==> src/rtl/bp_cce_pending_mp_if.sv <==
`default_nettype none
// ============================================================================
// Module   : bp_cce_pending_mp_if
// Purpose  : Request/read bundle for the CCE multi-port pending-count table.
// Revision : 1.0 - initial release
// ============================================================================
interface bp_cce_pending_mp_if #(
    parameter int NUM_WAY_GROUPS_P = 8,
    parameter int WIDTH_P          = 3,
    parameter int NUM_RD_PORTS_P   = 2
);
    localparam int LG_NUM_WAY_GROUPS_LP = (NUM_WAY_GROUPS_P > 1) ? $clog2(NUM_WAY_GROUPS_P) : 1;

    logic                                             inc_v_i;
    logic [LG_NUM_WAY_GROUPS_LP-1:0]                  inc_way_group_i;
    logic                                             dec_v_i;
    logic [LG_NUM_WAY_GROUPS_LP-1:0]                  dec_way_group_i;
    logic                                             clr_v_i;
    logic [LG_NUM_WAY_GROUPS_LP-1:0]                  clr_way_group_i;
    logic [NUM_RD_PORTS_P-1:0]                        r_v_i;
    logic [NUM_RD_PORTS_P*LG_NUM_WAY_GROUPS_LP-1:0]   r_way_group_i;
    logic                                             err_clr_i;
    logic [NUM_RD_PORTS_P-1:0]                        pending_o;
    logic [NUM_RD_PORTS_P*WIDTH_P-1:0]                count_o;
    logic [NUM_RD_PORTS_P-1:0]                        pending_v_o;
    logic                                             any_pending_o;
    logic                                             overflow_o;
    logic                                             underflow_o;

    modport master (
        output inc_v_i, inc_way_group_i, dec_v_i, dec_way_group_i,
               clr_v_i, clr_way_group_i, r_v_i, r_way_group_i, err_clr_i,
        input  pending_o, count_o, pending_v_o, any_pending_o, overflow_o, underflow_o
    );

    modport slave (
        input  inc_v_i, inc_way_group_i, dec_v_i, dec_way_group_i,
               clr_v_i, clr_way_group_i, r_v_i, r_way_group_i, err_clr_i,
        output pending_o, count_o, pending_v_o, any_pending_o, overflow_o, underflow_o
    );
endinterface
`default_nettype wire

==> src/rtl/bp_cce_pending_mp.sv <==
`default_nettype none
// ============================================================================
// Module   : bp_cce_pending_mp
// Purpose  : Saturating per-way-group pending counters with separate inc/dec/
//            clr write ports, N combinational read ports and sticky error flags.
// Revision : 1.0 - initial release
// ============================================================================
module bp_cce_pending_mp #(
    parameter int NUM_WAY_GROUPS_P = 8,
    parameter int WIDTH_P          = 3,
    parameter int NUM_RD_PORTS_P   = 2,
    parameter bit BYPASS_P         = 1'b1
) (
    input  wire logic          clk_i,
    input  wire logic          reset_i,
    bp_cce_pending_mp_if.slave bus
);
    localparam int LG_NUM_WAY_GROUPS_LP = (NUM_WAY_GROUPS_P > 1) ? $clog2(NUM_WAY_GROUPS_P) : 1;
    localparam logic [WIDTH_P-1:0] c_max_count = '1;

    logic [NUM_WAY_GROUPS_P-1:0][WIDTH_P-1:0] r_count;
    logic [NUM_WAY_GROUPS_P-1:0][WIDTH_P-1:0] w_count_next;
    logic [NUM_WAY_GROUPS_P-1:0]              w_ovf_evt;
    logic [NUM_WAY_GROUPS_P-1:0]              w_udf_evt;
    logic                                     r_overflow;
    logic                                     r_underflow;

    // Out-of-range write indices match no group and are therefore dropped.
    generate
        for (genvar g = 0; g < NUM_WAY_GROUPS_P; g++) begin : g_group
            logic               w_inc;
            logic               w_dec;
            logic               w_clr;
            logic [WIDTH_P-1:0] w_next;
            logic               w_ovf;
            logic               w_udf;
            logic [WIDTH_P-1:0] r_cnt;

            assign w_inc = bus.inc_v_i && (bus.inc_way_group_i == LG_NUM_WAY_GROUPS_LP'(g));
            assign w_dec = bus.dec_v_i && (bus.dec_way_group_i == LG_NUM_WAY_GROUPS_LP'(g));
            assign w_clr = bus.clr_v_i && (bus.clr_way_group_i == LG_NUM_WAY_GROUPS_LP'(g));

            always_comb begin
                w_next = r_cnt;
                w_ovf  = 1'b0;
                w_udf  = 1'b0;
                if (w_clr) begin
                    w_next = '0;
                end else if (w_inc && !w_dec) begin
                    if (r_cnt == c_max_count) w_ovf = 1'b1;
                    else                      w_next = r_cnt + 1'b1;
                end else if (w_dec && !w_inc) begin
                    if (r_cnt == '0) w_udf = 1'b1;
                    else             w_next = r_cnt - 1'b1;
                end
            end

            always_ff @(posedge clk_i) begin
                if (reset_i) r_cnt <= '0;
                else         r_cnt <= w_next;
            end

            assign r_count[g]      = r_cnt;
            assign w_count_next[g] = w_next;
            assign w_ovf_evt[g]    = w_ovf;
            assign w_udf_evt[g]    = w_udf;
        end
    endgenerate

    // A new error event in the same cycle as err_clr_i keeps the flag set.
    always_ff @(posedge clk_i) begin
        if (reset_i) begin
            r_overflow  <= 1'b0;
            r_underflow <= 1'b0;
        end else begin
            if (|w_ovf_evt)         r_overflow  <= 1'b1;
            else if (bus.err_clr_i) r_overflow  <= 1'b0;
            if (|w_udf_evt)         r_underflow <= 1'b1;
            else if (bus.err_clr_i) r_underflow <= 1'b0;
        end
    end

    generate
        for (genvar k = 0; k < NUM_RD_PORTS_P; k++) begin : g_rd
            logic [LG_NUM_WAY_GROUPS_LP-1:0] w_idx;
            logic [WIDTH_P-1:0]              w_val;

            assign w_idx = bus.r_way_group_i[k*LG_NUM_WAY_GROUPS_LP +: LG_NUM_WAY_GROUPS_LP];

            // Mux by comparison so an out-of-range index reads as zero.
            always_comb begin
                w_val = '0;
                for (int g = 0; g < NUM_WAY_GROUPS_P; g++) begin
                    if (w_idx == LG_NUM_WAY_GROUPS_LP'(g)) begin
                        w_val = BYPASS_P ? w_count_next[g] : r_count[g];
                    end
                end
            end

            assign bus.count_o[k*WIDTH_P +: WIDTH_P] = w_val;
            assign bus.pending_o[k]                  = |w_val;
        end
    endgenerate

    assign bus.pending_v_o   = bus.r_v_i;
    assign bus.any_pending_o = |r_count;
    assign bus.overflow_o    = r_overflow;
    assign bus.underflow_o   = r_underflow;
endmodule
`default_nettype wire
==> src/flat_wrapper.sv <==
// flat-port wrapper written by rule: the top's interface ports become plain ports
module bp_cce_pending_mp_flat 
#(
    parameter int NUM_WAY_GROUPS_P = 8,
    parameter int WIDTH_P          = 3,
    parameter int NUM_RD_PORTS_P   = 2,
    parameter bit BYPASS_P         = 1'b1
)
  (clk_i, reset_i, bus_inc_v_i, bus_inc_way_group_i, bus_dec_v_i, bus_dec_way_group_i, bus_clr_v_i, bus_clr_way_group_i, bus_r_v_i, bus_r_way_group_i, bus_err_clr_i, bus_pending_o, bus_count_o, bus_pending_v_o, bus_any_pending_o, bus_overflow_o, bus_underflow_o);
  bp_cce_pending_mp_if #(.NUM_WAY_GROUPS_P(NUM_WAY_GROUPS_P), .WIDTH_P(WIDTH_P), .NUM_RD_PORTS_P(NUM_RD_PORTS_P)) bus_i ();
  input  wire logic clk_i;
  input  wire logic reset_i;
  input wire logic [$bits(bus_i.inc_v_i)-1:0] bus_inc_v_i;
  input wire logic [$bits(bus_i.inc_way_group_i)-1:0] bus_inc_way_group_i;
  input wire logic [$bits(bus_i.dec_v_i)-1:0] bus_dec_v_i;
  input wire logic [$bits(bus_i.dec_way_group_i)-1:0] bus_dec_way_group_i;
  input wire logic [$bits(bus_i.clr_v_i)-1:0] bus_clr_v_i;
  input wire logic [$bits(bus_i.clr_way_group_i)-1:0] bus_clr_way_group_i;
  input wire logic [$bits(bus_i.r_v_i)-1:0] bus_r_v_i;
  input wire logic [$bits(bus_i.r_way_group_i)-1:0] bus_r_way_group_i;
  input wire logic [$bits(bus_i.err_clr_i)-1:0] bus_err_clr_i;
  output wire logic [$bits(bus_i.pending_o)-1:0] bus_pending_o;
  output wire logic [$bits(bus_i.count_o)-1:0] bus_count_o;
  output wire logic [$bits(bus_i.pending_v_o)-1:0] bus_pending_v_o;
  output wire logic [$bits(bus_i.any_pending_o)-1:0] bus_any_pending_o;
  output wire logic [$bits(bus_i.overflow_o)-1:0] bus_overflow_o;
  output wire logic [$bits(bus_i.underflow_o)-1:0] bus_underflow_o;
  assign bus_i.inc_v_i = bus_inc_v_i;
  assign bus_i.inc_way_group_i = bus_inc_way_group_i;
  assign bus_i.dec_v_i = bus_dec_v_i;
  assign bus_i.dec_way_group_i = bus_dec_way_group_i;
  assign bus_i.clr_v_i = bus_clr_v_i;
  assign bus_i.clr_way_group_i = bus_clr_way_group_i;
  assign bus_i.r_v_i = bus_r_v_i;
  assign bus_i.r_way_group_i = bus_r_way_group_i;
  assign bus_i.err_clr_i = bus_err_clr_i;
  assign bus_pending_o = bus_i.pending_o;
  assign bus_count_o = bus_i.count_o;
  assign bus_pending_v_o = bus_i.pending_v_o;
  assign bus_any_pending_o = bus_i.any_pending_o;
  assign bus_overflow_o = bus_i.overflow_o;
  assign bus_underflow_o = bus_i.underflow_o;
  bp_cce_pending_mp #(.NUM_WAY_GROUPS_P(NUM_WAY_GROUPS_P), .WIDTH_P(WIDTH_P), .NUM_RD_PORTS_P(NUM_RD_PORTS_P), .BYPASS_P(BYPASS_P)) u_core (.clk_i(clk_i), .reset_i(reset_i), .bus(bus_i));
endmodule
==> config.mk <==
export PLATFORM = sky130hd
export DESIGN_NAME = bp_cce_pending_mp_flat
export DESIGN_NICKNAME = d
export VERILOG_FILES = /design/src/rtl/bp_cce_pending_mp_if.sv /design/src/rtl/bp_cce_pending_mp.sv /design/src/flat_wrapper.sv
export SDC_FILE = /design/constraint.sdc
export NUM_CORES = 1
export LEC_CHECK = 0
export CAP_MARGIN = 20
export CORE_ASPECT_RATIO = 2
export CORE_MARGIN = 4
export CORE_UTILIZATION = 30
export CTS_CLUSTER_DIAMETER = 30
export DETAILED_ROUTE_END_ITERATION = 12
export MAX_ROUTING_LAYER = met4
export PLACE_DENSITY_LB_ADDON = 0.1
export SYNTH_ARGS = -nofsm -noshare
export SYNTH_HDL_FRONTEND = slang
export SYNTH_SLANG_ARGS = --single-unit
==> constraint.sdc <==
create_clock -name clk_i -period 4.4 [get_ports clk_i]
set_clock_uncertainty 0.15 [all_clocks]
set_input_delay 0.88 -clock clk_i [delete_from_list [all_inputs] [get_ports clk_i]]
set_output_delay 0.88 -clock clk_i [all_outputs]
set_load 0.005 [all_outputs]
==> results.sh, run 1 <==
export IMPL_clock_fmax_ghz=0.2202
export IMPL_seq_area_frac_synth=0.1620
export IMPL_core_um2=10480
export IMPL_switchingPower_uw=312.0
export IMPL_rsz0062_at_grt="true"
export IMPL_io_pins=36
export IMPL_clock_latency_ps=270
export IMPL_end_kind="output port"
export IMPL_arrival_ps=3510
export IMPL_die_area_um2=12530
export IMPL_num_vias=4172
export IMPL_syn_instance_count=447
export IMPL_post_route_min_period_ps=4541
export IMPL_die_h_um=154.4
export IMPL_fin_util=0.4660
export IMPL_ant_nets=0
export IMPL_cts_sinks=26
export IMPL_period_share=1.032
export IMPL_met1_usage=0.2442
export IMPL_synthTopCellsByArea="dfxtp_1 16%, ha_1 9.3%, nor2_1 5.0%"
export IMPL_start_util=0.3067
export IMPL_post_drt_via_cell_ratio=5.715
export IMPL_layout_setup_ws_ps=-141.2
export IMPL_die_x_um=81.18
export IMPL_grt_pass1_vias=4107
export IMPL_max_slew_margin_rel=0.6064
export IMPL_violations="setup timing"
export IMPL_cts_made_buffers=3
export IMPL_port_buffers=31
export IMPL_path_class="input pin to output port"
export IMPL_yosysTopAreaCell="dfxtp_1"
export IMPL_nets=642
export IMPL_path_max_fanout=8
export IMPL_synth_nets=494
export IMPL_grt_ovfl_total=0
export IMPL_synth_edff_count=0
export IMPL_drc=0
export IMPL_grt_usage=0.2449
export IMPL_irDropWorstVdd_mv=0.1395
export IMPL_use_met3=0.02331
export IMPL_pwr_share_seq=0.293
export IMPL_final_cell_area_um2=4882
export IMPL_wl_um=14800
export IMPL_wl_per_cell_um=20.28
export IMPL_hold_viol_final=0
export IMPL_p_leak_nw=2.066
export IMPL_antenna_found_initial=0
export IMPL_place_ws_ps=-939.6
export IMPL_power_density_nw_per_um2=179.5
export IMPL_setup_viol=1
export IMPL_cts_tree="yes"
export IMPL_slew_viol_final=0
export IMPL_clock_path_buffers=2
export IMPL_grt_max_degree=21
export IMPL_grt_pass1_wl_um=22140
export IMPL_htree_levels=1
export IMPL_ys_top_cells_by_count="43 x nor2_1, 35 x inv_1, 35 x nand2_1, 26 x dfxtp_1"
export IMPL_status="complete, but fails checks"
export IMPL_drtIter0Drc=194
export IMPL_ys_types=74
export IMPL_gp_congestion=0.9405
export IMPL_grtUsageMet2=0.4115
export IMPL_min_path_type="register to register"
export IMPL_first_pass_iters=5
export IMPL_ys_flop_type="dfxtp_1"
export IMPL_detailed_place_hpwl_um=12360
export IMPL_maxCapViolations=0
export IMPL_avgSynthCellArea_um2=7.188
export IMPL_p_int_uw=564.6
export IMPL_netlist_area_leader_share=0.1620
export IMPL_drive_above_1_share=0.3390
export IMPL_areaGrowthSynthToFinish_pct=51.95
export IMPL_place_area_um2=4554
export IMPL_switching_share=0.3559
export IMPL_busiest_layer="met2"
export IMPL_ys_warn_count=0
export IMPL_ys_seq_elements=26
export IMPL_critPathLaunchType="input pin"
export IMPL_worstPathRequired_ps=3370
export IMPL_power_clock_fraction=0.243
export IMPL_fillCellCount=1148
export IMPL_async_flop_share=0
export IMPL_n_antenna_cell=0
export IMPL_synthMostInstantiatedCell="nor2_1"
export IMPL_holdBufCountCts=0
export IMPL_comb_power_share=0.464
export IMPL_root_buffer="clkbuf_16"
export IMPL_rows=53
export IMPL_path_clk_slew_ps=70
export IMPL_synth_area_um2=3213
export IMPL_worst_pin_slew_ps=585.0
[metrics by stage]
step                      setup TNS, ps  hold WS, ps  instances  total power, mW
after detailed placement          -5763        526.2        720           0.6471
after floorplan                       0        397.9        447           0.4389
after global placement            -5803        517.2        720           0.6444
after CTS                        -201.2        543.4        726           0.8671
final                            -141.2        523.1        730           0.8766
after global routing             -294.3        585.2        730           0.9202
[placed cells by master, fill, tap and decap left out, drive strengths merged, types with 8 or more instances in the layout]
master         netlist  layout
nand2b              10      10
a31oi               10      10
o21ai               22      22
nor2                43      43
nor4                10      10
clkdlybuf4s50        0      12
or3                 11      11
nand4b               9       9
inv                 35      35
ha                  24      24
a21oi               24      24
nand3               21      21
nand4               15      15
nor3                17      17
buf                  8     143
clkbuf              17       8
nand2               35      35
dfxtp               26      26
[worst max-delay path, stage by stage]
cell	delay, ps
buf_6	110
or4b_4	590
buf_12	160
nor3_4	240
nor4_4	70
o211ai_2	190
a31oi_1	110
or4_4	490
or4b_4	540
buf_6	130
[sequential cells by signal, summed over array words and instances, names as in the netlist]
register,flops
u_core.g_group.r_cnt,24
u_core.bus.overflow_o,1
u_core.bus.underflow_o,1
[cell type report]
type | count | area, um2 | share of cell area
Inverter | 37 | 138.9 | 0.02845
Multi-Input combinational cell | 359 | 2643 | 0.5413
Clock buffer | 3 | 75.07 | 0.01538
Sequential cell | 26 | 520.5 | 0.1066
Timing Repair Buffer | 168 | 1334 | 0.2732
Tap cell | 137 | 171.4 | 0.03511
[path summary, 6_finish.rpt]
kind                           endpoint  slack [ps]                  startpoint  cells after the start
min reg2reg  u_core.g_group[4].r_cnt[0]         520  u_core.g_group[4].r_cnt[0]                      3
max                    bus_pending_o[0]        -140      bus_dec_way_group_i[0]                     10
max reg2reg  u_core.g_group[0].r_cnt[0]        2250  u_core.g_group[0].r_cnt[0]                      8
min          u_core.g_group[4].r_cnt[0]         520  u_core.g_group[4].r_cnt[0]                      3
[power by group through the flow]
stage | Sequential, mW | Clock (mW) | Combinational, mW
2_1_floorplan | 0.258 | 0 | 0.181
3_3_place_gp | 0.262 | 0 | 0.382
3_5_place_dp | 0.262 | 0 | 0.385
4_1_cts | 0.257 | 0.219 | 0.391
5_1_grt | 0.259 | 0.224 | 0.438
6_report | 0.257 | 0.213 | 0.407
[kinds of logic (layout without fill, tap and decap cells)]
family          count (synthesis)  count (layout)  share of synthesized area
mux                             3               3                    0.01324
buf+inv                        62             208                    0.07944
flops                          26              26                     0.1620
fa+ha+maj                      24              24                    0.09346
compound gates                114             114                     0.2461
simple gates                  218             218                     0.4058
[what timing repair did]
| item | 4_1_cts | 5_1_grt |
|---|---|---|
| gates cloned | 0 | 1 |
| buffers inserted | 3 | 3 |
| gates resized for setup | 71 | 43 |
| endpoints found under the setup margin | 8 | 7 |
| pin swaps | 26 | 22 |
[routing by layer]
layer / share of wire / routed length [um]
met1: 0.35 / 5208
met3: 0.038 / 569
met4: 0.10 / 1504
met2: 0.51 / 7520
met5: 0 / 0
Power figures use the tool's default switching activity.
==> run 2, diff against run 1 <==
- ABC_AREA: unset -> 1
- CAP_MARGIN: 20 -> 25
- clock period: 4.4 -> 5.7 ns (I/O delays scaled with it)
==> results.sh, run 2 <==
export IMPL_synthMostInstantiatedCell="nand2_1"
export IMPL_status="finished clean"
export IMPL_synth_area_um2=3216
export IMPL_ys_warn_count=0
export IMPL_ys_flop_type="dfxtp_1"
export IMPL_grt_max_degree=16
export IMPL_synth_edff_count=0
export IMPL_num_vias=3726
export IMPL_hold_viol_final=0
export IMPL_irDropWorstVdd_mv=0.08593
export IMPL_n_antenna_cell=0
export IMPL_drtIter0Drc=123
export IMPL_die_h_um=154.4
export IMPL_first_pass_iters=4
export IMPL_core_um2=10480
export IMPL_post_route_min_period_ps=4997
export IMPL_grt_ovfl_total=0
export IMPL_final_common_cell="nand2_1"
export IMPL_ys_types=32
export IMPL_clock_latency_ps=270
export IMPL_cts_resized=0
export IMPL_fin_hold_ws_ps=424.5
export IMPL_nets=681
export IMPL_slew_viol_final=0
export IMPL_p_total_uw=564.5
export IMPL_critPathLaunchType="input pin"
export IMPL_largest_register_ffs=24
export IMPL_synthTopCellsByArea="nand2_1 22%, dfxtp_1 16%, inv_1 11%"
export IMPL_start_util=0.3069
export IMPL_htree_levels=1
export IMPL_ant_nets=0
export IMPL_grt_usage=0.1925
export IMPL_postCtsSetupBuffers=0
export IMPL_period_share=0.8767
export IMPL_detailed_place_hpwl_um=9896
export IMPL_clock_path_buffers=2
export IMPL_max_slew_margin_rel=0.5394
export IMPL_die_x_um=81.21
export IMPL_async_flop_share=0
export IMPL_worst_pin_slew_ps=686.2
export IMPL_die_area_um2=12540
export IMPL_final_cell_area_um2=3757
export IMPL_port_buffers=31
export IMPL_io_pins=36
export IMPL_p_leak_nw=1.790
export IMPL_worstPathRequired_ps=4410
export IMPL_end_kind="output port"
export IMPL_rows=53
export IMPL_min_path_type="register to register"
export IMPL_syn_instance_count=603
export IMPL_seq_area_frac_synth=0.1619
export IMPL_largest_register="u_core.g_group.r_cnt"
export IMPL_yosysTopAreaCell="nand2_1"
export IMPL_holdBufCountCts=0
export IMPL_wl_um=11280
export IMPL_fin_tns_setup_ps=0
export IMPL_wl_per_cell_um=14.67
export IMPL_ys_seq_elements=26
export IMPL_root_buffer="clkbuf_16"
export IMPL_grt_pass1_wl_um=17760
export IMPL_drc=0
export IMPL_place_area_um2=3682
export IMPL_path_max_fanout=5
export IMPL_synth_nets=650
export IMPL_rsz0062_at_grt="false"
export IMPL_areaGrowthSynthToFinish_pct=16.85
export IMPL_netlist_area_leader_share=0.2160
export IMPL_cts_tree="yes"
export IMPL_path_class="input pin to output port"
export IMPL_post_drt_via_cell_ratio=4.845
export IMPL_drive_above_1_share=0.04589
export IMPL_avgSynthCellArea_um2=5.333
export IMPL_maxCapViolations=0
export IMPL_path_clk_slew_ps=70
export IMPL_setup_viol=0
export IMPL_final_cell_mix="185 x nand2_1, 94 x inv_1, 94 x nor2_1, 63 x nand3_1, 31 x clkdlybuf4s50_1"
export IMPL_antenna_found_initial=0
export IMPL_cts_made_buffers=3
export IMPL_ys_top_cells_by_count="185 x nand2_1, 94 x inv_1, 94 x nor2_1, 63 x nand3_1, 26 x dfxtp_1"
export IMPL_arrival_ps=3710
export IMPL_gp_congestion=0.9321
export IMPL_grt_pass1_vias=3788
export IMPL_cts_sinks=26
export IMPL_clock_fmax_ghz=0.2001
export IMPL_power_density_nw_per_um2=150.2
## run 2: path summary, 6_finish.rpt
check	from	slack, ps	end	cells past startpoint
max	bus_clr_v_i	700	bus_pending_o[0]	15
min	u_core.bus.overflow_o	420	u_core.bus.overflow_o	2
max reg2reg	u_core.g_group[5].r_cnt[0]	3460	u_core.bus.underflow_o	8
min reg2reg	u_core.bus.overflow_o	420	u_core.bus.overflow_o	2
## run 2: metrics by stage
stage	cells	util	setup WS, ps
2_1_floorplan	603	-	2110
3_3_place_gp	765	0.3500	671.1
3_5_place_dp	766	0.3514	676.9
4_1_cts	769	0.3586	664.1
5_1_grt	769	0.3586	361.2
6_report	769	0.3586	702.7
## run 2: logic make-up (layout without fill, tap and decap cells)
family / Yosys count / count (layout) / synth area share
AO/OA/AOI/OAI: 33 / 33 / 0.05992
flip-flops: 26 / 26 / 0.1619
adder cells (fa/ha/maj): 24 / 24 / 0.09339
XOR/XNOR: 3 / 3 / 0.008173
buffers and inverters: 108 / 137 / 0.1284
AND/OR/NAND/NOR: 409 / 409 / 0.5482
## run 2: area by class of cell
class	instances	area [um2]
Fill cell	1241	6720
Multi-Input combinational cell	469	2282
Inverter	102	382.9
Tap cell	137	171.4
Sequential cell	26	520.5
Clock buffer	3	75.07
Timing Repair Buffer	32	325.3
## run 2: per-layer routing
layer | vias to the layer above | track usage | routed length (um)
met4 | 0 | 0.1128 | 669
li1 | 1956 | - | -
met1 | 1669 | 0.1721 | 3953
met3 | 31 | 0.01690 | 280
met2 | 70 | 0.3719 | 6375
met5 | - | - | 0
## run 2: critical path, cell delays in order
cell	delay, ps
clkdlybuf4s50_1	470
inv_1	40
nor2_1	250
inv_1	100
nor2_1	270
inv_1	160
nand2_1	100
inv_1	60
nand3_1	100
nand3_1	100
nor3_2	130
nand4_1	160
nor2_1	130
nand2_1	50
clkdlybuf4s50_1	440
## run 2: power by group
part           switching (mW)  internal, mW
logic                   0.120        0.0770
clock network          0.0733        0.0936
registers              0.0104         0.190
total                   0.204         0.361
